File: src/rtl/dac_multi_chan_datapath.sv
// Multi-channel DAC datapath: start/sync sequencing, per-channel source select, format and underflow tracking.
// Define DAC_UNF_HOLD_EN to repeat the last accepted DMA beat on underflow instead of outputting zero.
module dac_multi_chan_datapath #(
    parameter int NUM_CHANNELS        = 2,
    parameter int SAMPLES_PER_CHANNEL = 4,
    parameter int DATA_WIDTH          = 16
) (
    input  logic                                                   dac_clk,
    input  logic                                                   dac_rst,
    input  logic                                                   dac_start,
    input  logic                                                   dac_sync,
    input  logic [NUM_CHANNELS-1:0]                                dac_enable,
    input  logic [2*NUM_CHANNELS-1:0]                              dac_src_sel,
    input  logic                                                   dac_datafmt,
    input  logic [DATA_WIDTH-1:0]                                  dac_pattern,
    input  logic                                                   dac_unf_clr,
    input  logic                                                   dma_valid,
    input  logic [NUM_CHANNELS*SAMPLES_PER_CHANNEL*DATA_WIDTH-1:0] dma_data,
    output logic                                                   dma_ready,
    output logic [NUM_CHANNELS*SAMPLES_PER_CHANNEL*DATA_WIDTH-1:0] dac_data,
    output logic                                                   dac_data_valid,
    output logic [1:0]                                             dac_state,
    output logic                                                   dac_unf,
    output logic [15:0]                                            dac_unf_count
);

    localparam int BW = NUM_CHANNELS * SAMPLES_PER_CHANNEL * DATA_WIDTH;

    typedef enum logic [1:0] {
        ST_IDLE  = 2'd0,
        ST_ARMED = 2'd1,
        ST_RUN   = 2'd2
    } state_t;

    state_t                state_q, state_d;
    logic [BW-1:0]         data_q, data_d;
    logic                  valid_q;
    logic [DATA_WIDTH-1:0] ramp_q [NUM_CHANNELS];
    logic [DATA_WIDTH-1:0] ramp_d [NUM_CHANNELS];
    logic                  unf_q, unf_d;
    logic [15:0]           cnt_q, cnt_d;
    logic [NUM_CHANNELS-1:0] dma_sel;
    logic                  run;
    logic                  unf_cycle;
    logic [BW-1:0]         unf_val;

    always_comb begin
        state_d = state_q;
        if (!dac_start) begin
            state_d = ST_IDLE;
        end else begin
            case (state_q)
                ST_IDLE:  state_d = ST_ARMED;
                ST_ARMED: if (dac_sync) state_d = ST_RUN;
                ST_RUN:   state_d = ST_RUN;
                default:  state_d = ST_IDLE;
            endcase
        end
    end

    assign run = (state_q == ST_RUN);

    always_comb begin
        for (int c = 0; c < NUM_CHANNELS; c++) begin
            dma_sel[c] = dac_enable[c] && (dac_src_sel[2*c +: 2] == 2'd0);
        end
    end

    assign dma_ready = run && (|dma_sel);
    assign unf_cycle = dma_ready && !dma_valid;

`ifdef DAC_UNF_HOLD_EN
    logic [BW-1:0] hold_q, hold_d;

    // Hold is scoped to one RUN session so a first-cycle underflow yields zero.
    always_comb begin
        hold_d = hold_q;
        if (!run) begin
            hold_d = '0;
        end else if (dma_ready && dma_valid) begin
            hold_d = dma_data;
        end
    end

    always_ff @(posedge dac_clk or posedge dac_rst) begin
        if (dac_rst) hold_q <= '0;
        else         hold_q <= hold_d;
    end

    assign unf_val = hold_q;
`else
    assign unf_val = '0;
`endif

    always_comb begin
        logic [DATA_WIDTH-1:0] smp;
        data_d = '0;
        for (int c = 0; c < NUM_CHANNELS; c++) begin
            ramp_d[c] = run ? ramp_q[c] + DATA_WIDTH'(SAMPLES_PER_CHANNEL) : '0;
            for (int s = 0; s < SAMPLES_PER_CHANNEL; s++) begin
                smp = '0;
                case (dac_src_sel[2*c +: 2])
                    2'd0: smp = unf_cycle ? unf_val[(c*SAMPLES_PER_CHANNEL+s)*DATA_WIDTH +: DATA_WIDTH]
                                          : dma_data[(c*SAMPLES_PER_CHANNEL+s)*DATA_WIDTH +: DATA_WIDTH];
                    2'd1: smp = ramp_q[c] + DATA_WIDTH'(s);
                    2'd2: smp = dac_pattern;
                    default: smp = '0;
                endcase
                if (dac_datafmt) smp[DATA_WIDTH-1] = ~smp[DATA_WIDTH-1];
                if (run && dac_enable[c]) begin
                    data_d[(c*SAMPLES_PER_CHANNEL+s)*DATA_WIDTH +: DATA_WIDTH] = smp;
                end
            end
        end
    end

    // Clear wins over a coincident underflow; counting resumes next cycle.
    always_comb begin
        unf_d = unf_q;
        cnt_d = cnt_q;
        if (dac_unf_clr) begin
            unf_d = 1'b0;
            cnt_d = '0;
        end else if (unf_cycle) begin
            unf_d = 1'b1;
            if (cnt_q != 16'hFFFF) cnt_d = cnt_q + 16'd1;
        end
    end

    always_ff @(posedge dac_clk or posedge dac_rst) begin
        if (dac_rst) begin
            state_q <= ST_IDLE;
            data_q  <= '0;
            valid_q <= 1'b0;
            ramp_q  <= '{default: '0};
            unf_q   <= 1'b0;
            cnt_q   <= '0;
        end else begin
            state_q <= state_d;
            data_q  <= data_d;
            valid_q <= run;
            ramp_q  <= ramp_d;
            unf_q   <= unf_d;
            cnt_q   <= cnt_d;
        end
    end

    assign dac_data       = data_q;
    assign dac_data_valid = valid_q;
    assign dac_state      = state_q;
    assign dac_unf        = unf_q;
    assign dac_unf_count  = cnt_q;

endmodule
File: config.mk
export PLATFORM = sky130hd
export DESIGN_NAME = dac_multi_chan_datapath
export DESIGN_NICKNAME = d
export VERILOG_FILES = /design/src/rtl/dac_multi_chan_datapath.sv
export SDC_FILE = /design/constraint.sdc
export NUM_CORES = 1
export LEC_CHECK = 0
export BUFFER_PORTS_ARGS = -buffer_cell sky130_fd_sc_hd__buf_4
export CORE_ASPECT_RATIO = 0.6
export CORE_MARGIN = 2
export CORE_UTILIZATION = 45
export CTS_BUF_LIST = sky130_fd_sc_hd__clkbuf_8
export DETAILED_ROUTE_END_ITERATION = 16
export GPL_TIMING_DRIVEN = 1
export HOLD_SLACK_MARGIN = 0.02
export PLACE_DENSITY = 0.83
export SKIP_CTS_REPAIR_TIMING = 1
export SLEW_MARGIN = 5
export SYNTH_ARGS = -nofsm -noshare
export SYNTH_HDL_FRONTEND = slang
export SYNTH_SLANG_ARGS = --single-unit
File: constraint.sdc
create_clock -name dac_clk -period 9.8 [get_ports dac_clk]
set_input_delay 0.49 -clock dac_clk [delete_from_list [all_inputs] [get_ports dac_clk]]
set_output_delay 0.49 -clock dac_clk [all_outputs]
set_load 0.02 [all_outputs]
After elaboration in Yosys (flattened, before gate mapping)
Index checks and enable logic that the tools add are counted.
Widths: inputs -> output; s select.
{"block": "classes", "add_sub_neg": 9, "n_eq_ne": 8, "muxes": 42, "n_bitwise": 8, "reduce_logical": 14}
{"op": "$pmux 16 s3", "count": 8}
{"op": "$mux 16", "count": 21}
{"op": "$add 16x2->16 const B", "count": 4}
{"op": "$add 16x1->16 const B", "count": 3}
{"op": "$add 16x3->16 const B", "count": 2}
{"op": "$ne 16x16->1 const B", "count": 1}
{"op": "$mux 1", "count": 10}
{"op": "$not 1->1", "count": 8}
{"op": "$eq 2x1->1 const B", "count": 3}
{"op": "$eq 2x2->1 const B", "count": 3}
{"op": "$logic_and 1x1->1", "count": 6}
{"op": "$logic_not 2->1", "count": 3}
{"op": "$pmux 2 s3", "count": 1}
{"op": "$mux 2", "count": 2}
{"op": "$reduce_bool 2->1", "count": 2}
{"op": "$ne 3x3->1 const B", "count": 1}
{"op": "$reduce_and 2->1", "count": 1}
{"op": "$reduce_or 2->1", "count": 1}
{"op": "$logic_not 1->1", "count": 1}
{"block": "totals", "reg_bits": 180, "in_bits": 157, "output_inout_bits": 149, "wordCells": 88}

Logic depth before layout (Yosys ltp)
Gate-level depths: netlist of the first run.
{"block": "logic_depth", "ltp_word": 10, "mapped_depth": 7, "ltp_nobuf": 6}

Worst setup path after synthesis of the first run
Ideal clock, no wire load.
{"block": "synth_path", "path_kind": "register to register", "startpoint": "register state_q[0] (netlist: dac_state[0])", "endpoint": "register cnt_q[10] (netlist: dac_unf_count[10])", "setup_ps": 128, "arrival_time_ps": 1962, "required_time_ps": 9672, "path_slack_ps": 7711, "path_stages_with_launch": 8, "path_buffers": 1, "period_less_slack_ps": 2089, "cell_sequence": "dfrtp_1 > inv_1 > ha_1 > nand4bb_1 > a21o_1 > buf_6 > nor4_2 > mux2_1"}
{"block": "synth_between", "elab_chain_cells": 5}
{"element": "start: declaration", "line": "35", "text": "state_t state_q, state_d;"}
{"element": "start signal: assignment", "line": "139", "text": "state_q <= state_d;"}
{"element": "$eq 2x2->1", "line": "61", "text": "assign run = (state_q == ST_RUN);"}
{"element": "net run", "line": "43", "text": "logic run;"}
{"element": "$logic_and 1x1->1", "line": "69", "text": "assign dma_ready = run && (|dma_sel);"}
{"element": "$logic_and 1x1->1", "line": "70", "text": "assign unf_cycle = dma_ready && !dma_valid;"}
{"element": "$reduce_bool 2->1 (no line)"}
{"element": "$reduce_and 2->1 (no line)"}
{"element": "end signal: assignment", "line": "144", "text": "cnt_q <= cnt_d;"}
{"element": "end: declaration", "line": "41", "text": "logic [15:0] cnt_q, cnt_d;"}
The timed path passes the listed nets, and every way through them passes these cells.
A chain may end at the register's enable or synchronous reset.

Worst setup path after layout of the first run
{"block": "layout_path", "startpoint": "register state_q[0] (netlist: dac_state[0])", "endpoint": "register cnt_q[5] (netlist: dac_unf_count[5])"}
The elaborated chain is that of the path after synthesis.

==> results of run 1 <==
## cells by family after synthesis
logic type / after synthesis / share of synthesized area [%]
AND/OR/NAND/NOR: 216 / 15.1
AO/OA/AOI/OAI: 187 / 17.8
flip-flops: 176 / 58.7
buffers and inverters: 47 / 2.54
XOR/XNOR: 20 / 2.34
multiplexers: 17 / 2.50
adder cells (fa/ha/maj): 6 / 1.00
## routing by layer
layer | GRT usage (%) | vias to the layer above | part of all wire, %
met5 | 0 | - | 0
met4 | 5.98 | 0 | 1.2
met3 | 6.96 | 23 | 8.3
met2 | 36.1 | 261 | 45
met1 | 34.7 | 3104 | 45
li1 | - | 2933 | -
## worst max-delay path: stages (launching register included)
cell and delay, ns:
dfrtp_1 0.42, inv_1 0.09, ha_1 0.47, nand4bb_1 0.33
a21o_1 0.48, a2111oi_1 0.39, mux2_1 0.36
## registers in the layout, indices dropped and copies added (netlist names)
register	count
dac_data	128
dac_data_valid	1
dac_state	2
dac_unf	1
dac_unf_count	16
ramp_q	28
## final timing paths
| kind | startpoint | end | slack [ns] | cells after the start |
|---|---|---|---|---|
| min in group dac_clk | dma_data[3] | dac_data[3] | 0.23 | 2 |
| worst max register to register | dac_state[0] | dac_unf_count[5] | 7.12 | 6 |
| worst max-delay path | dac_state[0] | dac_unf_count[5] | 7.12 | 6 |
| max in group asynchronous | dac_rst | dac_unf_count[9] | 7.83 | 4 |
| worst min register to register | ramp_q[2] | ramp_q[2] | 0.48 | 1 |
| worst min-delay path | dac_rst | dac_data[114] | 0.08 | 2 |
## placed cells by master, fill, tap and decap left out, types with 3 or more instances in the layout
cell type / synthesis / routed
buf_4: 1 / 307
dfrtp_1: 176 / 176
a21o_1: 107 / 107
nor2_1: 67 / 65
nand2_1: 30 / 30
a22oi_1: 26 / 26
a21oi_1: 24 / 24
nor3_1: 21 / 21
nor2b_1: 20 / 20
clkbuf_8: 0 / 18
o21a_1: 16 / 16
mux2_1: 14 / 14
nand3_1: 13 / 13
xnor2_1: 12 / 12
inv_1: 11 / 10
nand3b_1: 10 / 10
nand4_1: 9 / 9
nor3b_1: 8 / 8
xor2_1: 8 / 8
and2_1: 7 / 7
and3_1: 6 / 6
ha_1: 6 / 6
nand2b_1: 5 / 5
a211oi_1: 5 / 5
o21ai_0: 5 / 5
nor4_1: 5 / 5
or3_1: 4 / 4
inv_6: 0 / 4
inv_8: 0 / 4
mux2i_1: 3 / 3
and4_1: 3 / 3
clkinv_4: 0 / 3
## per-stage QoR
step	util, %	cells	power (W)	cell area [µm²]	worst slack [ns]
floorplan	-	669	0.000923	7500	4.54
CTS	63.7	1201	0.00155	10400	7.13
global route	63.7	1201	0.00160	10400	6.94
finish	63.7	1201	0.00153	10400	7.12
global placement	61.3	1169	0.00105	9960	7.26
detailed placement	61.3	1169	0.00106	9960	7.16
## layout make-up
type	instances	area, µm²	share of cell area [%]
flip-flops and latches	176	4400	42.5
clock inverters	14	145	1.40
repair buffers	307	2300	22.3
well taps	228	285	2.75
multi-input cells	446	2920	28.2
clock buffers	18	248	2.39
inverters	12	50.0	0.483
## cells in the mapped netlist (all sizes together) (4+ instances only)
library cell	instances	area (µm²)
nand2	30	113
and3	6	37.5
o21a	16	120
and2	7	43.8
nand4	9	56.3
mux2	14	158
o21ai	5	25.0
xnor2	12	105
nand2b	5	31.3
ha	6	75.1
xor2	8	70.1
a21o	107	803
clkbuf	32	121
nor3	21	105
a211oi	5	37.5
nor3b	8	60.1
a22oi	26	195
nor2b	20	125
nor4	7	56.3
nand3b	10	75.1
nor2	67	251
or3	4	25.0
a21oi	24	120
inv	12	45.0
nand3	13	65.1
dfrtp	176	4400
## report_power, final
part	total, W	leakage [nW]	switching [W]	internal, W
Clock	0.000490	0.194	0.000293	0.000197
Combinational	0.000268	3.35	0.000155	0.000113
Sequential	0.000774	2.45	0.0000155	0.000758
==> impl_metrics.json, run 1 <==
{
  "io_buffers": 305,
  "core_area_um2": 16300,
  "grt_pass1_wl_um": 33300,
  "drt_wl_total_um": 21600,
  "num_rows": 36,
  "synth-seq-cells": 176,
  "status": "finished clean",
  "max_freq_ghz": 0.373,
  "vias": 6321,
  "grt_antenna_before_repair": 0,
  "hold_class": "input pin to asynchronous set/reset pin",
  "cp-start-kind": "flip-flop",
  "grtUsageTotal_pct": 24.2,
  "drive_gt1_share_pct": 35.7,
  "power_leakage_nw": 5.99,
  "viasPerCell": 5.26,
  "cts_max_level": 4,
  "vdd_drop_max_mv": 0.0884,
  "initial_core_util_pct": 46.1,
  "cts_tree": "done",
  "grt_pass1_vias": 6110,
  "yosysWarnings": 0,
  "syn_nets": 832,
  "syn_to_final_growth_pct": 38.1,
  "numCtsBuffers": 17,
  "post-route-period-util_pct": 27.4,
  "syn_inst": 669,
  "wl_per_cell_um": 18.0,
  "ys_types": 43,
  "die_h_um": 104,
  "dp_hpwl_um": 16400,
  "hold_viol_final": 0,
  "synth-main-ff-cell": "dfrtp_1",
  "path_class": "flip-flop to flip-flop",
  "n_antenna_cell": 0,
  "syn-cell-area_um2": 7500,
  "crit_required_ns": 10.12,
  "die_x_um": 171,
  "grt_max_degree": 74,
  "worst_setup_path_end_kind": "flip-flop",
  "grt_overflow": 0,
  "syn_avg_cell_area_um2": 11.2,
  "clk_pin_slew_ns": 0.10,
  "die-area_um2": 17700,
  "ys_seq_area_share_pct": 58.7,
  "synth_enable_flop_cells": 0,
  "root_buffer": "clkbuf_8",
  "setup_violations": 0,
  "fin_tns_setup_ns": 0,
  "clock_skew_ns": 0.0192,
  "maxCapViolCount": 0,
  "ioPinCount": 306,
  "drc_errors": 0,
  "cellPowerDensity_nw_per_um2": 148,
  "crit_arrival_ns": 3.00,
  "fill_cells": 1272,
  "cts_buffer_depth": 2,
  "dr.pass1.iters": 4,
  "min_period_ns": 2.68,
  "clock-sinks": 176,
  "fin_nets": 1123,
  "rsz0062_at_grt": "no",
  "critPathMaxFanout": 17,
  "ant_nets": 0,
  "drv_slew": 0,
  "slew_headroom_pct": 20.5,
  "ys_async_sr_fraction_pct": 100,
  "place.gp.congestion": 0.873,
  "tightest_slew_ns": 1.19,
  "hold_ws_ns": 0.0809,
  "worstSkewPairLatency_ns": 0.45,
  "drt_iter0_drc": 379
}
(Power assumes the default switching activity.)
==> run 2: changes to the inputs <==
ABC_AREA = 1   (was default)
clock period = 2.5 ns   (was 9.8 ns; I/O delays follow)
==> impl_metrics.json, run 2 <==
{
  "combPwrFrac_pct": 23.6,
  "drc_errors": 0,
  "grt_pass1_wl_um": 36300,
  "hold_viol_final": 0,
  "ys_types": 28,
  "place.gp.congestion": 0.880,
  "crit_required_ns": 2.83,
  "post-route-period-util_pct": 84.3,
  "fill_cells": 1165,
  "dr.pass1.iters": 5,
  "r2r_cells": 12,
  "ys_async_sr_fraction_pct": 100,
  "die_h_um": 106,
  "tightest_slew_ns": 0.673,
  "clk_pin_slew_ns": 0.09,
  "grt_overflow": 0,
  "synth_enable_flop_cells": 0,
  "vias": 8224,
  "core_area_um2": 17000,
  "max_freq_ghz": 0.475,
  "grtUsageTotal_pct": 25.4,
  "worst_setup_path_end_kind": "flip-flop",
  "syn_to_final_growth_pct": 54.3,
  "clock-sinks": 176,
  "final_util_pct": 70.4,
  "layoutNonFillerInstCount": 1597,
  "synth_top_area_share_pct": 56.9,
  "critPathMaxFanout": 10,
  "seqPwrFrac_pct": 46.7,
  "grt_max_degree": 61,
  "cts_buffer_depth": 2,
  "clock_skew_ns": 0.0271,
  "viasPerCell": 5.15,
  "syn_avg_cell_area_um2": 8.42,
  "slew_headroom_pct": 55.2,
  "synthAdderAreaFrac_pct": 0.969,
  "dpl_cell_area_um2": 10300,
  "grt_pass1_vias": 6760,
  "drive_gt1_share_pct": 26.5,
  "power.clock.fraction_pct": 29.7,
  "setup_violations": 0,
  "layout_common_cells": "buf_4 (313), nand2_1 (246), dfrtp_1 (176), a21oi_1 (136), dlygate4sd3_1 (128)",
  "io_buffers": 305,
  "dp_hpwl_um": 17500,
  "numCtsBuffers": 17,
  "synth_area_leader_cell": "dfrtp_1",
  "vdd_drop_max_mv": 0.327,
  "synth.most_common_cell": "nand2_1",
  "synth-seq-cells": 176,
  "power_leakage_nw": 6.04,
  "cts_max_level": 4,
  "cp-start-kind": "flip-flop",
  "syn_nets": 1083,
  "worstSkewPairLatency_ns": 0.46,
  "min_period_ns": 2.11,
  "cellPowerDensity_nw_per_um2": 553,
  "muxShareOfSynthArea_pct": 0,
  "initial_core_util_pct": 45.6,
  "drt_wl_total_um": 27700,
  "final_area_um2": 12000,
  "status": "finished clean",
  "largest_reg_flops": 128,
  "yosys-top-cells-area": "dfrtp_1 (57%), nand2_1 (12%), a21oi_1 (8.8%)",
  "grt_antenna_before_repair": 3,
  "syn-cell-area_um2": 7740,
  "rsz0062_at_grt": "no",
  "seqCellArea_um2": 4400,
  "crit_arrival_ns": 2.44,
  "synth-xor-area-share_pct": 0.679,
  "maxCapViolCount": 0,
  "cts_tree": "done",
  "power_switching_share_pct": 33.3,
  "synth-main-ff-cell": "dfrtp_1",
  "path_class": "flip-flop to flip-flop",
  "ioPinCount": 306,
  "drt_iter0_drc": 792,
  "holdPathStages": 3,
  "num_rows": 37,
  "syn_inst": 920,
  "fin_nets": 1510,
  "multi_input_area_um2": 2690,
  "hold_class": "input pin to flip-flop",
  "fin_tns_setup_ns": 0,
  "synth_simple_gate_area_share_pct": 19.8,
  "synth_compound_area_share_pct": 13.2,
  "root_buffer": "clkbuf_8",
  "power.switching_w": 0.00220,
  "wl_per_cell_um": 17.4,
  "ant_nets": 0,
  "dp.cells": 1434,
  "cellInternalPower_w": 0.00441,
  "total_power_w": 0.00661,
  "yosys-top-cells-count": "nand2_1 (246), dfrtp_1 (176), a21oi_1 (136)",
  "die-area_um2": 18300,
  "synth_top_family_by_area": "simple AND/OR/NAND/NOR gates",
  "drv_slew": 0,
  "ys_seq_area_share_pct": 56.9,
  "yosysWarnings": 0,
  "final_common_cell": "buf_4",
  "die_x_um": 173
}
==> run 2: cell count changes after synthesis, sizes merged, moves of 25 or more <==
cell	before	now
nand2	30	250
a21oi	24	136
inv	12	123
a21o	107	0
o21ai	5	33
a22oi	26	0
o22ai	0	25
==> run 2: final cells by class <==
class                   count  area share, %
flip-flops and latches    176           36.8
repair buffers            444           30.9
multi-input cells         585           22.5
inverters                 123           3.89
well taps                 234           2.45
clock buffers              17           1.96
clock inverters            15           1.45
diodes                      3         0.0628
==> run 2: layer usage <==
layer,vias up,share of wire (%),GRT usage [%]
met3,70,7.5,5.45
met1,3943,40,35.8
met2,424,49,40.4
met4,0,3.0,6.60
met5,-,0,0
li1,3787,-,-
==> run 2: cell families after synthesis <==
| group | count (synthesis) |
|---|---|
| and+or+nand+nor | 376 |
| buffers and inverters | 159 |
| DFF | 176 |
| adders and majority gates | 6 |
| AOI/OAI and AO/OA | 197 |
| xor gates and xnor gates | 6 |
==> run 2: critical path, cell delays in order, from the launching register on <==
cell	delay [ns]
dfrtp_1	0.41
inv_1	0.11
ha_1	0.22
nand2_2	0.08
inv_2	0.08
nand2_1	0.08
nand2_2	0.12
nand2_4	0.09
nand2_1	0.07
nand2_1	0.06
nor2_1	0.09
nor2_1	0.05
dlygate4sd3_1	0.54
==> run 2: power groups by stage <==
stage / Clock (W) / Sequential, W / Combinational, W
final: 0.00196 / 0.00309 / 0.00156
after global routing: 0.00210 / 0.00311 / 0.00168
after CTS: 0.00198 / 0.00308 / 0.00134
after detailed placement: 0 / 0.00314 / 0.00134
after global placement: 0 / 0.00313 / 0.00131
after floorplan: 0 / 0.00331 / 0.000549
==> run 2: metrics by stage <==
step,setup WS [ns],hold WS [ns]
final,0.393,0.0272
after CTS,0.441,-0.396
after floorplan,0.122,0.191
after detailed placement,0.482,0.112
after global placement,0.554,0.113
after global routing,0.165,0.0370
==> run 2: final timing paths <==
kind                         startpoint             end  slack (ns)
setup / recovery           dac_state[0]    dac_data[79]        0.39
hold / removal                 dac_sync    dac_state[0]        0.03
setup reg to reg           dac_state[0]    dac_data[79]        0.39
hold reg to reg              ramp_q[18]      ramp_q[18]        0.51
max in group asynchronous       dac_rst  dac_data_valid        1.45
min in group asynchronous       dac_rst    dac_data[21]        0.18
